$ cat config.mk
export PLATFORM = sky130hd
export DESIGN_NAME = axi_write_burst_ctrl
export DESIGN_NICKNAME = d
export VERILOG_FILES = /design/src/rtl/axi_write_burst_ctrl.sv
export SDC_FILE = /design/constraint.sdc
export NUM_CORES = 1
export LEC_CHECK = 0
export ABC_AREA = 0
export BUFFER_PORTS_ARGS = -buffer_cell sky130_fd_sc_hd__buf_2
export CORE_AREA = 2 2 104 106
export DETAILED_ROUTE_END_ITERATION = 7
export DIE_AREA = 0 0 106 108
export GPL_TIMING_DRIVEN = 0
export PLACE_DENSITY_LB_ADDON = 0.08
export REMOVE_ABC_BUFFERS = 1
export SLEW_MARGIN = 20
export SYNTH_ARGS = -nofsm -noshare
export SYNTH_HDL_FRONTEND = slang
export SYNTH_SLANG_ARGS = --single-unit
$ cat constraint.sdc
create_clock -name M_AXI_ACLK -period 2.77 [get_ports M_AXI_ACLK]
set_clock_uncertainty 0.15 [all_clocks]
set_input_delay 0 -clock M_AXI_ACLK [delete_from_list [all_inputs] [get_ports M_AXI_ACLK]]
set_output_delay 0 -clock M_AXI_ACLK [all_outputs]
set_load 0.05 [all_outputs]
$ cat src/rtl/axi_write_burst_ctrl.sv
// Burst scheduler for the DDR FIFO write path: issues one AXI INCR write burst
// whenever a full burst is staged, then walks a circular DDR write pointer.
module axi_write_burst_ctrl #(
    parameter int unsigned           ADDR_W     = 32,
    parameter int unsigned           DATA_BYTES = 16,
    parameter int unsigned           BURST_LEN  = 16,
    parameter logic [ADDR_W-1:0]     BASE_ADDR  = '0,
    parameter logic [ADDR_W-1:0]     REGION_SZ  = ADDR_W'(32'h0010_0000),
    parameter int unsigned           CNT_W      = 10
) (
    input  logic              M_AXI_ACLK,
    input  logic              M_AXI_ARESETN,
    input  logic              enable,
    input  logic [CNT_W-1:0]  fifo_rd_count,
    output logic              start_single_burst_write,
    output logic [ADDR_W-1:0] M_AXI_AWADDR,
    output logic [7:0]        M_AXI_AWLEN,
    output logic [2:0]        M_AXI_AWSIZE,
    output logic [1:0]        M_AXI_AWBURST,
    output logic              M_AXI_AWVALID,
    input  logic              M_AXI_AWREADY,
    input  logic              M_AXI_WVALID,
    input  logic              M_AXI_WREADY,
    input  logic              M_AXI_WLAST,
    input  logic              M_AXI_BVALID,
    input  logic [1:0]        M_AXI_BRESP,
    output logic              M_AXI_BREADY,
    output logic [31:0]       committed_bursts,
    output logic [ADDR_W-1:0] wr_ptr,
    output logic              write_error,
    output logic              busy
);

    localparam logic [ADDR_W-1:0] BURST_BYTES = ADDR_W'(BURST_LEN * DATA_BYTES);
    localparam logic [ADDR_W-1:0] REGION_END  = BASE_ADDR + REGION_SZ;

    typedef enum logic [1:0] {
        IDLE  = 2'd0,
        ISSUE = 2'd1,
        XFER  = 2'd2,
        RESP  = 2'd3
    } state_t;

    state_t            state, state_n;
    logic              aw_done, aw_done_n;
    logic              w_done, w_done_n;
    logic              awvalid_n;
    logic [ADDR_W-1:0] awaddr_n;
    logic              bready_n;
    logic              start_n;
    logic [31:0]       committed_n;
    logic [ADDR_W-1:0] wr_ptr_n;
    logic [ADDR_W-1:0] ptr_inc;
    logic              error_n;
    logic              aw_hs;
    logic              w_last_hs;

    assign M_AXI_AWLEN   = 8'(BURST_LEN - 1);
    assign M_AXI_AWSIZE  = 3'($clog2(DATA_BYTES));
    assign M_AXI_AWBURST = 2'b01;
    assign busy          = (state != IDLE);

    assign aw_hs     = M_AXI_AWVALID && M_AXI_AWREADY;
    assign w_last_hs = M_AXI_WVALID && M_AXI_WREADY && M_AXI_WLAST;
    assign ptr_inc   = wr_ptr + BURST_BYTES;

    always_ff @(posedge M_AXI_ACLK or negedge M_AXI_ARESETN) begin
        if (!M_AXI_ARESETN) begin
            state                    <= IDLE;
            aw_done                  <= 1'b0;
            w_done                   <= 1'b0;
            M_AXI_AWVALID            <= 1'b0;
            M_AXI_AWADDR             <= BASE_ADDR;
            M_AXI_BREADY             <= 1'b0;
            start_single_burst_write <= 1'b0;
            committed_bursts         <= '0;
            wr_ptr                   <= BASE_ADDR;
            write_error              <= 1'b0;
        end else begin
            state                    <= state_n;
            aw_done                  <= aw_done_n;
            w_done                   <= w_done_n;
            M_AXI_AWVALID            <= awvalid_n;
            M_AXI_AWADDR             <= awaddr_n;
            M_AXI_BREADY             <= bready_n;
            start_single_burst_write <= start_n;
            committed_bursts         <= committed_n;
            wr_ptr                   <= wr_ptr_n;
            write_error              <= error_n;
        end
    end

    always_comb begin
        state_n     = state;
        aw_done_n   = aw_done;
        w_done_n    = w_done;
        awvalid_n   = M_AXI_AWVALID;
        awaddr_n    = M_AXI_AWADDR;
        bready_n    = M_AXI_BREADY;
        start_n     = 1'b0;
        committed_n = committed_bursts;
        wr_ptr_n    = wr_ptr;
        error_n     = write_error;

        case (state)
            IDLE: begin
                if (enable && (32'(fifo_rd_count) >= BURST_LEN)) begin
                    state_n   = ISSUE;
                    start_n   = 1'b1;
                    awvalid_n = 1'b1;
                    awaddr_n  = wr_ptr;
                    aw_done_n = 1'b0;
                    w_done_n  = 1'b0;
                end
            end
            // ISSUE waits on the address handshake, XFER only on WLAST;
            // both flags are tracked so either may complete first.
            ISSUE, XFER: begin
                if (aw_hs) begin
                    awvalid_n = 1'b0;
                end
                aw_done_n = aw_done || aw_hs;
                w_done_n  = w_done || w_last_hs;
                if (aw_done_n && w_done_n) begin
                    state_n  = RESP;
                    bready_n = 1'b1;
                end else if (aw_done_n) begin
                    state_n = XFER;
                end else begin
                    state_n = ISSUE;
                end
            end
            RESP: begin
                if (M_AXI_BVALID && M_AXI_BREADY) begin
                    bready_n    = 1'b0;
                    committed_n = committed_bursts + 32'd1;
                    wr_ptr_n    = (ptr_inc == REGION_END) ? BASE_ADDR : ptr_inc;
                    if (M_AXI_BRESP != 2'b00) begin
                        error_n = 1'b1;
                    end
                    state_n = IDLE;
                end
            end
            default: begin
                state_n = IDLE;
            end
        endcase
    end

endmodule

# Word-level counts from Yosys, hierarchy flattened
# Cells that the tools add are included.
[totals] inputBits=20 output_inout_bits=114 ff_bits=104
[classes] muxes=17 n_eq_ne=8 reduce_logical=21 addsub=2 n_lt_le_gt_ge=1
[ops] operator="32-bit by 1-bit adder with 32-bit output (second input constant)" count=1
[ops] operator="32-bit by 9-bit adder with 32-bit output (second input constant)" count=1
[ops] operator="32-bit by 21-bit == test with 1-bit output (second input constant)" count=1
[ops] operator="32-bit two-way mux" count=1
[ops] operator="10-bit by 5-bit >= comparator with 1-bit output (second input constant)" count=1
[ops] operator="3-bit AND reduction" count=3
[ops] operator="2-bit two-way mux" count=4
[ops] operator="2-bit != test (second input constant)" count=4
[ops] operator="1-bit one-hot mux with 2 select lines" count=4
[ops] operator="2-bit AND reduction" count=4
[ops] operator="2-bit nonzero test" count=4
[ops] operator="1-bit two-way mux" count=7
[ops] operator="1-bit logical AND" count=6
[ops] operator="2-bit one-hot mux with 3 select lines" count=1
[ops] operator="2-bit == test (second input constant)" count=2
[ops] operator="2-bit by 1-bit == test with 1-bit output (second input constant)" count=1
[ops] operator="2-bit logical NOT" count=1
[ops] operator="1-bit logical OR" count=2
[ops] operator="2-bit OR reduction" count=1

# Longest topological paths before layout
# Gate-level depths: netlist (run 1).
[logic_depth] ltp_word=6 ltp_mapped=9

# Worst setup path before layout (run 1)
# OpenSTA, ideal clock, no wires.
[synth_path] path_type="register -> register" startpoint="register wr_ptr[9]" endpoint="register wr_ptr[20]" t_arrival_ns=2.471 slack_ns=0.026 setup_time_ns=0.123 stages_incl_launch_ff=9 required_time_ns=2.497 path_cell_list="dfrtp_1 > ha_1 > nand3_2 > nor4_4 > mux2_2 > o22ai_1 > nand4_2 > o32ai_2 > nand2_1"
[synth_between] elab_chain_len=3
[synth_lines] item="start, declared" line_no="29" rtl="output logic [ADDR_W-1:0] wr_ptr,"
[synth_lines] item="start signal, assigned" line_no="88" rtl="wr_ptr <= wr_ptr_n;"
[synth_lines] item="32-bit by 9-bit adder with 32-bit output (*)" line_no="65" rtl="assign ptr_inc = wr_ptr + BURST_BYTES;"
[synth_lines] item="32-bit by 21-bit == test with 1-bit output" line_no="137" rtl="wr_ptr_n = (ptr_inc == REGION_END) ? BASE_ADDR : ptr_inc;"
[synth_lines] item="32-bit two-way mux (*)" line_no="137"
# Every way passes the cells marked *; elsewhere a longest branch is shown, timed or not.
# A chain may end at the register's enable or synchronous reset.

# Worst setup path in the final report (run 1)
[layout_path] startpoint="register wr_ptr[8]" endpoint="register wr_ptr[8]"
# The elaborated chain is that of the path after synthesis.

==> qor.yml, run 1 <==
status:
  outcome: "complete, no violations"
cts:
  cts_max_level: 3
  cts_tree: "done"
  ctsRootBufferMaster: "clkbuf_8"
  cts_buffer_depth: 2
  numCtsBuffers: 9
  cts_sinks: 88
  clock_latency_ps: 360
  clk_pin_slew_ps: 80
critical_path:
  critPathMaxStageDelay_ps: 480
  worst_path_max_delay_cell: "dfrtp_2"
  rr_startpoint: "wr_ptr[8]"
  reg2reg_setup_slack_ps: 180
  crit_path_start_kind: "flip-flop"
  worst-path-max-fanout: 11
  path_cells: "ha_2 -> nand3_2 -> nor4_4 -> mux2_2 -> o22ai_1 -> nand4_2 -> nor3_4 -> o21ai_1"
  crit_required_ps: 2870
  path_buf_inv: 0
  rr_worst_depth: 8
  path_delay_family: "simple AND/OR/NAND/NOR gates"
  endpoint_kind: "flip-flop"
  cp.arrival_ps: 2690
  reg2reg_to: "wr_ptr[8]"
  path_class: "reg2reg"
timing:
  period_needed_ps: 2589
  setup_viol: 0
  fin_crit_sh: 0.9346
  holdWs_ps: 68.82
  rsz0062_at_grt: "false"
  hold_violations: 0
  worst_slew_pin_slew_ps: 680.4
  slew_headroom: 0.5429
  slew_violations: 0
  fmaxAchievable_mhz: 386.3
  final.setup.tns_ps: 0
logic_synthesis:
  ys.flop_type: "dfrtp_1"
  avgSynthCellArea_um2: 10.74
  ys_types: 62
  yosys.area.top_type: "dfrtp_1"
  ys_seq_area_frac: 0.4777
  synth_area_mm2: 0.004609
  yosysMostFrequentCell: "dfrtp_1"
  synth-edff-count: 0
  ys_ff_latch: 88
  synth_cells: 429
  async_flop_share: 1.000
  netlist.area_leader.share: 0.4777
  synth_common_cells: "dfrtp_1 (88), nand2_1 (41), xnor2_1 (41)"
  yosys_warnings: 0
  synth_area_leaders: "dfrtp_1 (48%), xnor2_1 (7.8%), buf_4 (4.9%)"
global_route:
  grt_pass1_wl_mm: 15.83
  grt_max_degree: 61
  grt.total_usage: 0.1737
  antenna_found_initial: 0
  grt-ovfl-total: 0
  grt_pass1_vias: 3244
floorplanning:
  die_x_um: 106
  io_pins: 134
  coreArea_mm2: 0.01023
  rows: 37
  die_h_um: 108
  fp.dieArea_mm2: 0.01145
  start_util: 0.4505
placement:
  dp_cells: 648
  place_congestion: 0.8284
  hpwl_mm: 6.668
  dpl-instance-area_mm2: 0.005100
  io_buffers: 100
detailed_routing:
  drt_iter0_drc: 98
  viasPerCell: 4.911
  wirelength_mm: 9.287
  wl_per_cell_um: 13.74
  drt_pre_antenna_iters: 4
  drc: 0
  ant_nets: 0
  vias: 3320
power:
  cellLeakagePower_uw: 0.002755
  powerDensity_mw_per_mm2: 653.4
  irDropWorstVdd_mv: 0.3399
  p_total_uw: 3593
finish:
  antenna_cells: 0
  fin_area_mm2: 0.005499
  fin_nets: 562
  layout-drive-gt1-share: 0.2963
  final_cells: 676
  num-fill-cells: 944
  synthToLayoutAreaGrowth_pct: 19.30
hold_path:
  hold_end: "M_AXI_BREADY"
  min-delay-start: "M_AXI_WVALID"
  hold_depth: 5
  min_path_type: "in2reg"
flow_run:
  drv_cap: 0
## final cells by class
type / instances / area, um^2 / share of cell area
Clock inverter: 5 / 105.1 / 0.01911
Inverter: 14 / 52.55 / 0.009556
Multi-Input combinational cell: 309 / 2155 / 0.3918
Clock buffer: 10 / 137.6 / 0.02503
Tap cell: 136 / 170.2 / 0.03094
Timing Repair Buffer: 114 / 674.4 / 0.1226
Sequential cell: 88 / 2205 / 0.4009
## repair_timing
| item | CTS | global route |
|---|---|---|
| pin swaps | 0 | 1 |
| gates cloned | 0 | 0 |
| endpoints found under the setup margin | 5 | 4 |
| gates resized for setup | 3 | 3 |
| endpoints found under the hold margin | 95 | 0 |
| buffers inserted | 0 | 0 |
| hold buffers | 13 | 0 |
## stage by stage
step,setup slack (ps),utilization
floorplan,-11.67,-
global route,55.55,0.5375
global placement,-32.06,0.4952
CTS,22.62,0.5363
detailed placement,-63.69,0.4985
finish,181.2,0.5375
## report_power, final
group,internal (uW),switching [uW]
Clock,619,461
Sequential,1400,120
Combinational,284,713
Total,2300,1290
## cells in the final DEF, fill, tap and decap left out, drive strengths merged, types with 14 or more instances in the layout
master  synthesis  routed
mux2           23      23
xnor2          41      41
xor2           15      15
nor3           15      15
inv            14      14
conb            2      29
nand3          28      28
nand4          14      14
nor2           22      22
nand2          41      41
dfrtp          88      88
buf            43     102
## routing by layer
metal	GRT usage	part of all wire	vias to the layer above
met3	0.02773	0.041	13
met1	0.2359	0.48	1592
met2	0.2724	0.46	91
met5	0	0	-
met4	0.08553	0.020	0
li1	-	-	1624
## worst min-delay path, stage by stage
cell      delay, ps
buf_2            80
a31oi_1          90
o21ai_0         170
nand2b_1         70
o21ai_0         140
## registers in the layout, summed over array words and instances (netlist names)
name / cells
M_AXI_AWADDR: 24
M_AXI_BREADY: 1
w_done: 1
aw_done: 1
M_AXI_AWVALID: 1
start_single_burst_write: 1
write_error: 1
committed_bursts: 32
state: 2
wr_ptr: 24
## worst max path at each step
stage / slack [ps] / cells after the start / start / to
floorplan: -10 / 8 / wr_ptr[8] / wr_ptr[20]
global placement: -30 / 8 / wr_ptr[8] / wr_ptr[8]
detailed placement: -60 / 8 / wr_ptr[8] / wr_ptr[8]
CTS: 20 / 8 / wr_ptr[8] / wr_ptr[8]
global route: 60 / 8 / wr_ptr[8] / wr_ptr[8]
finish: 180 / 8 / wr_ptr[8] / wr_ptr[8]
## cell families after synthesis
kind of cell / synth area share
buffers and inverters: 0.07980
DFF: 0.4777
muxes: 0.05836
AOI/OAI and AO/OA: 0.06189
adders and majority gates: 0.01629
other: 0.001629
xor gates and xnor gates: 0.1064
and+or+nand+nor: 0.1979
Power figures use the tool's default switching activity.
==> inputs of run 2 (changes only) <==
--- a/config.mk
+++ b/config.mk
@@ -8,6 +8,7 @@
 export ABC_AREA = 0
 export BUFFER_PORTS_ARGS = -buffer_cell sky130_fd_sc_hd__buf_2
 export CORE_AREA = 2 2 104 106
+export CTS_BUF_LIST = sky130_fd_sc_hd__clkbuf_16
 export DETAILED_ROUTE_END_ITERATION = 7
 export DIE_AREA = 0 0 106 108
 export GPL_TIMING_DRIVEN = 0
==> qor.yml, run 2 (synthesis gave the netlist of run 1 again) <==
floorplanning:
  fp.dieArea_mm2: 0.01145  # unchanged
  io_pins: 134  # unchanged
  rows: 37  # unchanged
  start_util: 0.4505  # unchanged
  die_x_um: 106  # unchanged
  coreArea_mm2: 0.01023  # unchanged
  die_h_um: 108  # unchanged
cts:
  cts_buffer_depth: 2  # unchanged
  post_cts_buffers: 0  # unchanged
  cts_sinks: 88  # unchanged
  clock_latency_ps: 340  # -20 ps
  cts_tree: "done"
  cts_max_level: 3  # unchanged
  numCtsBuffers: 9  # unchanged
  ctsRootBufferMaster: "clkbuf_16"
  clk_pin_slew_ps: 60  # -20 ps
detailed_routing:
  ant_nets: 0  # unchanged
  drt_iter0_drc: 94  # -4.1%
  viasPerCell: 4.908  # about the same
  vias: 3318  # -0.060%
  wl_per_cell_um: 13.81  # +0.54%
  drc: 0  # unchanged
  drt_pre_antenna_iters: 4  # unchanged
  wirelength_mm: 9.337  # +0.54%
power:
  power_switching_uw: 1329  # +2.7%
  powerDensity_mw_per_mm2: 694.4  # +6.3%
  pwr-share-comb: 0.256  # -0.021
  cellLeakagePower_uw: 0.002792  # +1.4%
  pwr-share-clk: 0.353  # +0.052
  p_seq_frac: 0.391  # -0.031
  switching_share: 0.3423  # -0.01791
  irDropWorstVdd_mv: 0.3600  # +5.9%
  internal_power_uw: 2553  # +11%
  p_total_uw: 3882  # +8.0%
finish:
  synthToLayoutAreaGrowth_pct: 21.28
  layout_common_cells: "buf_2 (99), dfrtp_1 (86), nand2_1 (41), xnor2_1 (41), conb_1 (29)"
  fin_area_mm2: 0.005590  # +1.7%
  regMostFlops: "committed_bursts"
  largestRegisters: "committed_bursts (32), M_AXI_AWADDR (24), wr_ptr (24)"
  layout_commonest_cell: "buf_2"
  final_cells: 676  # unchanged
  fin_util: 0.5464  # +0.008928
  layout-drive-gt1-share: 0.2944  # -0.001852
  antenna_cells: 0  # unchanged
  largest_register_ffs: 32  # unchanged
  fin_nets: 562  # unchanged
critical_path:
  path_class: "reg2reg"
  worst-path-max-fanout: 11  # unchanged
  crit_path_start_kind: "flip-flop"
  crit_required_ps: 2840  # -30 ps
  endpoint_kind: "flip-flop"
  cp.arrival_ps: 2660  # -30 ps
timing:
  rsz0062_at_grt: "false"
  slew_violations: 0  # unchanged
  hold_violations: 0  # unchanged
  fin_crit_sh: 0.9351  # about the same
  fmaxAchievable_mhz: 386.1  # about the same
  setup_viol: 0  # unchanged
  worst_slew_pin_slew_ps: 655.1  # -25.31 ps
  slew_headroom: 0.5599  # +0.01700
  period_needed_ps: 2590  # +1.387 ps
global_route:
  grt_pass1_wl_mm: 15.79  # -0.26%
  grt_pass1_vias: 3243  # -0.031%
  grt.total_usage: 0.1733  # -0.0003893
  antenna_found_initial: 0  # unchanged
  grt-ovfl-total: 0  # unchanged
  grt_max_degree: 61  # unchanged
flow_run:
  drv_cap: 0  # unchanged
status:
  outcome: "complete, no violations"
placement:
  dp_cells: 648  # unchanged
  dpl-instance-area_mm2: 0.005100  # unchanged
  hpwl_mm: 6.668  # unchanged
  place_congestion: 0.8284  # unchanged
  io_buffers: 100  # unchanged
hold_path:
  min_path_type: "in2async"
-- run 2: worst max-delay path: stages (launching register included) --
cell	delay, ps
dfrtp_2	480
ha_2	270
nand3_2	200
nor4_4	270
mux2_2	370
o22ai_1	190
nand4_2	170
o32ai_2	290
nand2_1	80
-- run 2: path summary, 6_finish.rpt --
path	to	cells after the start	slack, ps	from
worst max register to register	wr_ptr[20]	8	180	wr_ptr[8]
max in group asynchronous	state[1]	3	2130	M_AXI_ARESETN
worst min-delay path	committed_bursts[5]	3	20	M_AXI_ARESETN
worst max-delay path	wr_ptr[20]	8	180	wr_ptr[8]
worst min register to register	M_AXI_AWADDR[12]	2	330	M_AXI_AWADDR[12]
min in group M_AXI_ACLK	M_AXI_BREADY	5	100	M_AXI_WLAST
-- run 2: through the flow --
| stage | TNS [ps] | hold WS (ps) | setup slack [ps] |
|---|---|---|---|
| after floorplan | -18.70 | -445.6 | -11.67 |
| after global placement | -52.20 | 96.69 | -32.06 |
| after detailed placement | -122.9 | -256.3 | -63.69 |
| after CTS | 0 | 22.54 | 26.15 |
| after global routing | 0 | 43.41 | 57.70 |
| final | 0 | 18.04 | 179.8 |
-- run 2: what timing repair did --
item | CTS | global route
endpoints found under the setup margin | 4 | 4
hold buffers | 13 | 0
hold endpoints to repair | 95 | 0
pin swaps | 0 | 1
resized for setup | 3 | 3
-- run 2: area by class of cell --
class                   instances  area [um^2]
repair buffers                114        674.4
clock buffers                   9        225.2
clock inverters                 6        108.9
multi-input cells             309         2155
flip-flops and latches         88         2205
inverters                      14        52.55
well taps                     136        170.2
fillers                       940         4641
-- run 2: layer usage --
layer,vias up,part of all wire,GRT usage,routed length [um]
li1,1624,-,-,-
met1,1589,0.48,0.2367,4491
met2,93,0.45,0.2724,4246
met3,12,0.046,0.03677,431
met4,0,0.018,0.06673,167
met5,-,0,0,0
-- run 2: power by group through the flow --
| stage | registers, uW | clock network, uW | logic, uW |
|---|---|---|---|
| 2_1_floorplan | 1820 | 0 | 435 |
| 3_3_place_gp | 1530 | 0 | 945 |
| 3_5_place_dp | 1540 | 0 | 964 |
| 4_1_cts | 1520 | 1410 | 1000 |
| 5_1_grt | 1540 | 1460 | 1080 |
| 6_report | 1520 | 1370 | 993 |
